[config.mk]
export PLATFORM = sky130hd
export DESIGN_NAME = vlsu_cam_alloc_ctrl
export DESIGN_NICKNAME = d
export VERILOG_FILES = /design/src/rtl/vlsu_cam_alloc_ctrl.sv
export SDC_FILE = /design/constraint.sdc
export NUM_CORES = 1
export LEC_CHECK = 0
export CORE_AREA = 2 2 223 225
export DETAILED_ROUTE_END_ITERATION = 8
export DIE_AREA = 0 0 225 227
export HOLD_SLACK_MARGIN = 0.02
export PLACE_DENSITY = 0.53
export REMOVE_ABC_BUFFERS = 1
export SLEW_MARGIN = 25
export SYNTH_ARGS = -nofsm -noshare
export SYNTH_HDL_FRONTEND = slang
export SYNTH_SLANG_ARGS = --single-unit
[constraint.sdc]
create_clock -name clk -period 3.7 [get_ports clk]
set_input_delay 0.555 -clock clk [delete_from_list [all_inputs] [get_ports clk]]
set_output_delay 0.555 -clock clk [all_outputs]
set_load 0.01 [all_outputs]
[src/rtl/vlsu_cam_alloc_ctrl.sv]
// rtl/vlsu_cam_alloc_ctrl.sv - FIFO-order entry allocator and pipelined multi-port lookup front end for vlsu_cam_top
// Define CAM_FLUSH_EN to add flush_i and the FLUSH state; the default build has neither.
module vlsu_cam_alloc_ctrl #(
  parameter int WIDTH   = 50,
  parameter int DEPTH   = 32,
  parameter int READ    = 3,
  parameter int ADDRESS = $clog2(DEPTH),
  parameter int LKP_LAT = 1
) (
  input  logic                      clk,
  input  logic                      arst_n,
`ifdef CAM_FLUSH_EN
  input  logic                      flush_i,
`endif
  input  logic                      alloc_valid_i,
  input  logic [WIDTH-1:0]          alloc_data_i,
  output logic                      alloc_ready_o,
  output logic [ADDRESS-1:0]        alloc_idx_o,
  input  logic                      retire_i,
  input  logic [READ-1:0]           lkp_valid_i,
  input  logic [READ*WIDTH-1:0]     lkp_data_i,
  output logic                      lkp_ready_o,
  output logic [READ-1:0]           lkp_resp_o,
  output logic [READ-1:0]           lkp_hit_o,
  output logic [READ*ADDRESS-1:0]   lkp_idx_o,
  output logic                      cam_write_o,
  output logic [ADDRESS-1:0]        cam_write_addr_o,
  output logic [WIDTH-1:0]          cam_write_data_o,
  output logic [ADDRESS-1:0]        cam_head_o,
  output logic [READ*DEPTH-1:0]     cam_enable_o,
  output logic [READ-1:0]           cam_read_o,
  output logic [READ*WIDTH-1:0]     cam_read_data_o,
  input  logic [READ-1:0]           cam_match_i,
  input  logic [READ*ADDRESS-1:0]   cam_match_addr_i,
  output logic [ADDRESS:0]          count_o,
  output logic                      full_o,
  output logic                      empty_o
);

  typedef enum logic {RUN = 1'b0, FLUSH = 1'b1} state_e;

  localparam logic [ADDRESS-1:0] ADDR_ONE = ADDRESS'(1);
  localparam logic [ADDRESS:0]   CNT_ONE  = (ADDRESS+1)'(1);
  localparam logic [ADDRESS:0]   CNT_FULL = (ADDRESS+1)'(DEPTH);

  state_e                    state_q, state_d;
  logic [ADDRESS-1:0]        head_q, head_d;
  logic [ADDRESS-1:0]        tail_q, tail_d;
  logic [ADDRESS:0]          count_q, count_d;
  logic [DEPTH-1:0]          valid_q, valid_d;
  logic                      full_q, full_d;
  logic                      empty_q, empty_d;
  logic                      alloc_ready_q, alloc_ready_d;
  logic                      lkp_ready_q, lkp_ready_d;
  logic                      write_q, write_d;
  logic [ADDRESS-1:0]        write_addr_q, write_addr_d;
  logic [WIDTH-1:0]          write_data_q, write_data_d;
  logic [READ-1:0]           read_q, read_d;
  logic [READ*WIDTH-1:0]     read_data_q, read_data_d;
  logic [LKP_LAT-1:0][READ-1:0] pipe_q;

  logic                      alloc_fire;
  logic                      retire_fire;
  logic [READ-1:0]           lkp_fire;
`ifdef CAM_FLUSH_EN
  logic                      pipe_busy;
`endif

  always_comb begin
    alloc_fire   = alloc_valid_i & alloc_ready_q;
    retire_fire  = retire_i & ~empty_q & (state_q == RUN);
    lkp_fire     = lkp_valid_i & {READ{lkp_ready_q}};

    state_d      = state_q;
    head_d       = head_q;
    tail_d       = tail_q;
    count_d      = count_q;
    valid_d      = valid_q;
    write_d      = alloc_fire;
    write_addr_d = write_addr_q;
    write_data_d = write_data_q;
    read_d       = lkp_fire;
    read_data_d  = read_data_q;

    if (alloc_fire) begin
      valid_d[tail_q] = 1'b1;
      tail_d          = tail_q + ADDR_ONE;
      write_addr_d    = tail_q;
      write_data_d    = alloc_data_i;
    end
    // head never equals tail here: that would mean empty (no retire) or full (no alloc)
    if (retire_fire) begin
      valid_d[head_q] = 1'b0;
      head_d          = head_q + ADDR_ONE;
    end

    case ({alloc_fire, retire_fire})
      2'b10:   count_d = count_q + CNT_ONE;
      2'b01:   count_d = count_q - CNT_ONE;
      default: count_d = count_q;
    endcase

    for (int p = 0; p < READ; p++) begin
      if (lkp_fire[p]) read_data_d[p*WIDTH +: WIDTH] = lkp_data_i[p*WIDTH +: WIDTH];
    end

`ifdef CAM_FLUSH_EN
    pipe_busy = (|read_q) | (|pipe_q);
    case (state_q)
      RUN: begin
        if (flush_i) state_d = FLUSH;
      end
      FLUSH: begin
        if (!pipe_busy) begin
          state_d = RUN;
          valid_d = '0;
          head_d  = '0;
          tail_d  = '0;
          count_d = '0;
        end
      end
      default: state_d = RUN;
    endcase
`endif

    full_d        = (count_d == CNT_FULL);
    empty_d       = (count_d == '0);
    alloc_ready_d = (state_d == RUN) & ~full_d;
    lkp_ready_d   = (state_d == RUN);
  end

  always_ff @(posedge clk or negedge arst_n) begin
    if (!arst_n) begin
      state_q       <= RUN;
      head_q        <= '0;
      tail_q        <= '0;
      count_q       <= '0;
      valid_q       <= '0;
      full_q        <= 1'b0;
      empty_q       <= 1'b1;
      alloc_ready_q <= 1'b1;
      lkp_ready_q   <= 1'b1;
      write_q       <= 1'b0;
      write_addr_q  <= '0;
      write_data_q  <= '0;
      read_q        <= '0;
      read_data_q   <= '0;
      pipe_q        <= '0;
    end else begin
      state_q       <= state_d;
      head_q        <= head_d;
      tail_q        <= tail_d;
      count_q       <= count_d;
      valid_q       <= valid_d;
      full_q        <= full_d;
      empty_q       <= empty_d;
      alloc_ready_q <= alloc_ready_d;
      lkp_ready_q   <= lkp_ready_d;
      write_q       <= write_d;
      write_addr_q  <= write_addr_d;
      write_data_q  <= write_data_d;
      read_q        <= read_d;
      read_data_q   <= read_data_d;
      // tag pipe tracks which ports have a CAM result due LKP_LAT cycles after cam_read_o
      pipe_q[0]     <= read_q;
      for (int i = 1; i < LKP_LAT; i++) pipe_q[i] <= pipe_q[i-1];
    end
  end

  always_comb begin
    lkp_resp_o = pipe_q[LKP_LAT-1];
    lkp_hit_o  = '0;
    lkp_idx_o  = '0;
    for (int p = 0; p < READ; p++) begin
      lkp_hit_o[p] = lkp_resp_o[p] & cam_match_i[p];
      if (lkp_hit_o[p]) lkp_idx_o[p*ADDRESS +: ADDRESS] = cam_match_addr_i[p*ADDRESS +: ADDRESS];
    end
  end

  assign alloc_ready_o    = alloc_ready_q;
  assign alloc_idx_o      = tail_q;
  assign lkp_ready_o      = lkp_ready_q;
  assign cam_write_o      = write_q;
  assign cam_write_addr_o = write_addr_q;
  assign cam_write_data_o = write_data_q;
  assign cam_head_o       = head_q;
  assign cam_enable_o     = {READ{valid_q}};
  assign cam_read_o       = read_q;
  assign cam_read_data_o  = read_data_q;
  assign count_o          = count_q;
  assign full_o           = full_q;
  assign empty_o          = empty_q;

endmodule

==> out/metrics.yaml <==
sta:
  period_share_pct: 73.61
  period_minus_slack_ns: 2.724
  tightest_slew_ns: 0.8052
  finalSetupTns_ns: 0
  relSlewSlack_pct: 46.32
  fin_worst_skew_ns: 0.01530
  fmax_mhz: 367.2
  rsz0062_at_grt: "false"
  slew_violations: 0
  setup-violations-final: 0
  finalHoldViolCount: 0
  hold_ws_ns: 0.01392
global_route:
  grt_usage_pct: 14.09
  grt.busiest_layer: "met2"
  grt_pass1_vias: 8729
  grtUsageMet1_pct: 16.54
  use_met3_pct: 4.066
  grt_util_met2_pct: 25.05
  grt-ovfl-total: 0
  grt_pass1_wl_um: 55410
  antenna_found_initial: 0
  grt_max_degree: 97
synthesis:
  synth.distinct_cells: 47
  ys_seq_area_share_pct: 60.66
  yosysMostFrequentCell: "dfrtp_1"
  synth_edf_count: 0
  yosys-top-cells-count: "261 x dfrtp_1, 167 x nand2_1, 151 x mux2_2"
  synth_async_sr_flop_share_pct: 100.0
  syn_inst: 887
  synth_area_leader_cell: "dfrtp_1"
  syn_avg_cell_area_um2: 12.24
  synth_ff_type: "dfrtp_1"
  synth_top_area_share_pct: 60.18
  syn_area_mm2: 0.01085
  synth_warnings: 0
  synthTopCellsByArea: "dfrtp_1 60%, mux2_2 16%, nand2_1 5.8%"
  ys_seq_elements: 263
pwr:
  swShare_pct: 31.58
  power_frac_comb_pct: 33.9
  seqPwrFrac_pct: 38.1
  total_power_uw: 10500
  internal-power_uw: 7186
  p_leak_uw: 0.007513
  ir_drop_uv: 334.5
  power_switching_uw: 3317
  p_per_area_mw_per_mm2: 593.7
  pwr-share-clk_pct: 28.0
detailed_routing:
  drt_pass1_iterations: 6
  remaining_drc_errors: 0
  wl_um: 37570
  wl_per_cell_um: 18.52
  postRouteAntennaNets: 0
  vias_per_cell: 4.136
  vias: 8392
  drt_iter0_markers: 424
floorplan:
  die-area_mm2: 0.05108
  initial_utilization_pct: 22.36
  die_y_um: 227
  core-area_mm2: 0.04855
  rows: 81
  io_pins: 571
  die_x_um: 225
outcome:
  status: "finished, final reports clean"
cells_and_area:
  nNetsFinal: 1620
  finish.instance_area_mm2: 0.01769
  area_delta_synth_final_pct: 62.99
  drive_gt1_share_pct: 15.85
  n_antenna_cell: 0
min_path:
  hold_path_class: "in -> async"
placed_design:
  gp_congestion: 0.7718
  dpl.hpwl_um: 28490
  dpl_cell_area_mm2: 0.01671
  port_buffers: 569
clock_network:
  clk_latency_ns: 0.57
  clk_pin_slew_ns: 0.06
  cts.sinks: 263
  cts_buffers: 31
  cts-resized-gates: 0
  postCtsHoldBufs: 0
  postCtsSetupBuffers: 0
  htree_levels: 1
  cts_tree: "built"
  cts_root_buf: "clkbuf_16"
  max-clock-path-buffers: 3
setup_path:
  critical_path_class: "in -> reg"
  required_ns: 4.19
  reg2reg_depth: 9
  critPathArrivalTime_ns: 3.21
  start_kind: "input port"
  reg2reg_slack_ns: 1.05
  end_kind: "register"
  reg2reg_from: "empty_o"
  cp_max_fo: 5
  r2r_end: "alloc_ready_o"
run:
  cap_violations: 0
[sequential cells by signal, summed over array words and instances (netlist names)]
name,count
full_o,1
cam_read_o,3
alloc_idx_o,5
cam_read_data_o,150
cam_write_data_o,50
cam_write_addr_o,5
count_o,6
valid_q,32
cam_head_o,5
alloc_ready_o,1
empty_o,1
cam_write_o,1
lkp_resp_o,3
[through the flow]
step	instances	setup slack [ns]	utilization, %
after floorplan	771	0.08146	-
after global routing	2029	0.7925	36.44
after detailed placement	1974	0.4115	34.43
after CTS	2029	1.022	36.44
after global placement	1974	0.4826	34.43
final	2029	0.9764	36.44
[logic make-up after synthesis]
kind of cell | after synthesis | synth area share (%)
AO/OA/AOI/OAI | 86 | 4.381
XOR/XNOR | 13 | 1.049
adder cells (fa/ha/maj) | 10 | 1.153
buffers and inverters | 124 | 6.940
flip-flops | 263 | 60.66
multiplexers | 151 | 15.67
other | 1 | 0.03455
AND/OR/NAND/NOR | 239 | 10.11
[layout make-up]
type	count	area [um2]
tap	622	778.2
sequential	263	6584
multi-input combinational	500	3521
clock buffer	48	909.6
inverter	8	30.03
clock inverter	7	66.31
fill	4818	30860
timing repair buffer	581	5801
[cell usage in the layout (no fill, tap or decap), types with 2 or more instances in the layout]
| cell type | netlist | routed |
|---|---|---|
| clkbuf_16 | 0 | 31 |
| ha_1 | 10 | 10 |
| or4_1 | 2 | 2 |
| inv_2 | 2 | 2 |
| nand2_1 | 167 | 167 |
| dfstp_2 | 2 | 2 |
| and3b_1 | 4 | 4 |
| dfrtp_1 | 261 | 261 |
| clkbuf_1 | 30 | 10 |
| a21o_1 | 2 | 2 |
| nand3_1 | 3 | 3 |
| mux2_2 | 151 | 151 |
| clkdlybuf4s50_1 | 0 | 565 |
| a21oi_1 | 69 | 69 |
| buf_12 | 0 | 2 |
| nor2_1 | 6 | 6 |
| nor3b_1 | 8 | 8 |
| nor3_1 | 6 | 6 |
| nand3b_1 | 3 | 3 |
| xor2_1 | 5 | 5 |
| o21ai_0 | 5 | 5 |
| xnor2_1 | 8 | 8 |
| inv_1 | 6 | 6 |
| buf_4 | 66 | 10 |
| clkinv_2 | 0 | 4 |
| and2_1 | 7 | 7 |
| or3_1 | 2 | 2 |
| nand4_1 | 3 | 3 |
| buf_2 | 2 | 3 |
| clkbuf_8 | 3 | 7 |
| and3_1 | 21 | 21 |
[layer usage]
metal | routed length, um | part of all wire [%]
met4 | 982 | 2.6
met2 | 19240 | 51
met3 | 2861 | 7.6
met1 | 14490 | 39
met5 | 0 | 0
[power groups by stage]
stage	logic [uW]	clock network (uW)	registers, uW
detailed placement	3590	0	4060
floorplan	860	0	4280
finish	3560	2940	4000
global route	3850	3190	4100
global placement	3570	0	4050
CTS	3610	3070	4020
[worst max-delay path by stage]
stage,from,end,cells past startpoint
floorplan,alloc_ready_o,alloc_ready_o,11
global placement,retire_i,alloc_ready_o,10
detailed placement,alloc_valid_i,alloc_ready_o,12
CTS,alloc_valid_i,alloc_ready_o,12
global route,alloc_valid_i,alloc_ready_o,12
finish,alloc_valid_i,alloc_ready_o,12
[critical path: stages]
cell and delay [ns]:
clkdlybuf4s50_1 0.55, nand2_4 0.15, inv_2 0.05, nor2_1 0.24
xor2_1 0.12, ha_1 0.21, a21oi_1 0.17, nand3_1 0.13
a21oi_1 0.20, xor2_1 0.10, or3_1 0.41, or3_1 0.32
(Power assumes the default switching activity.)
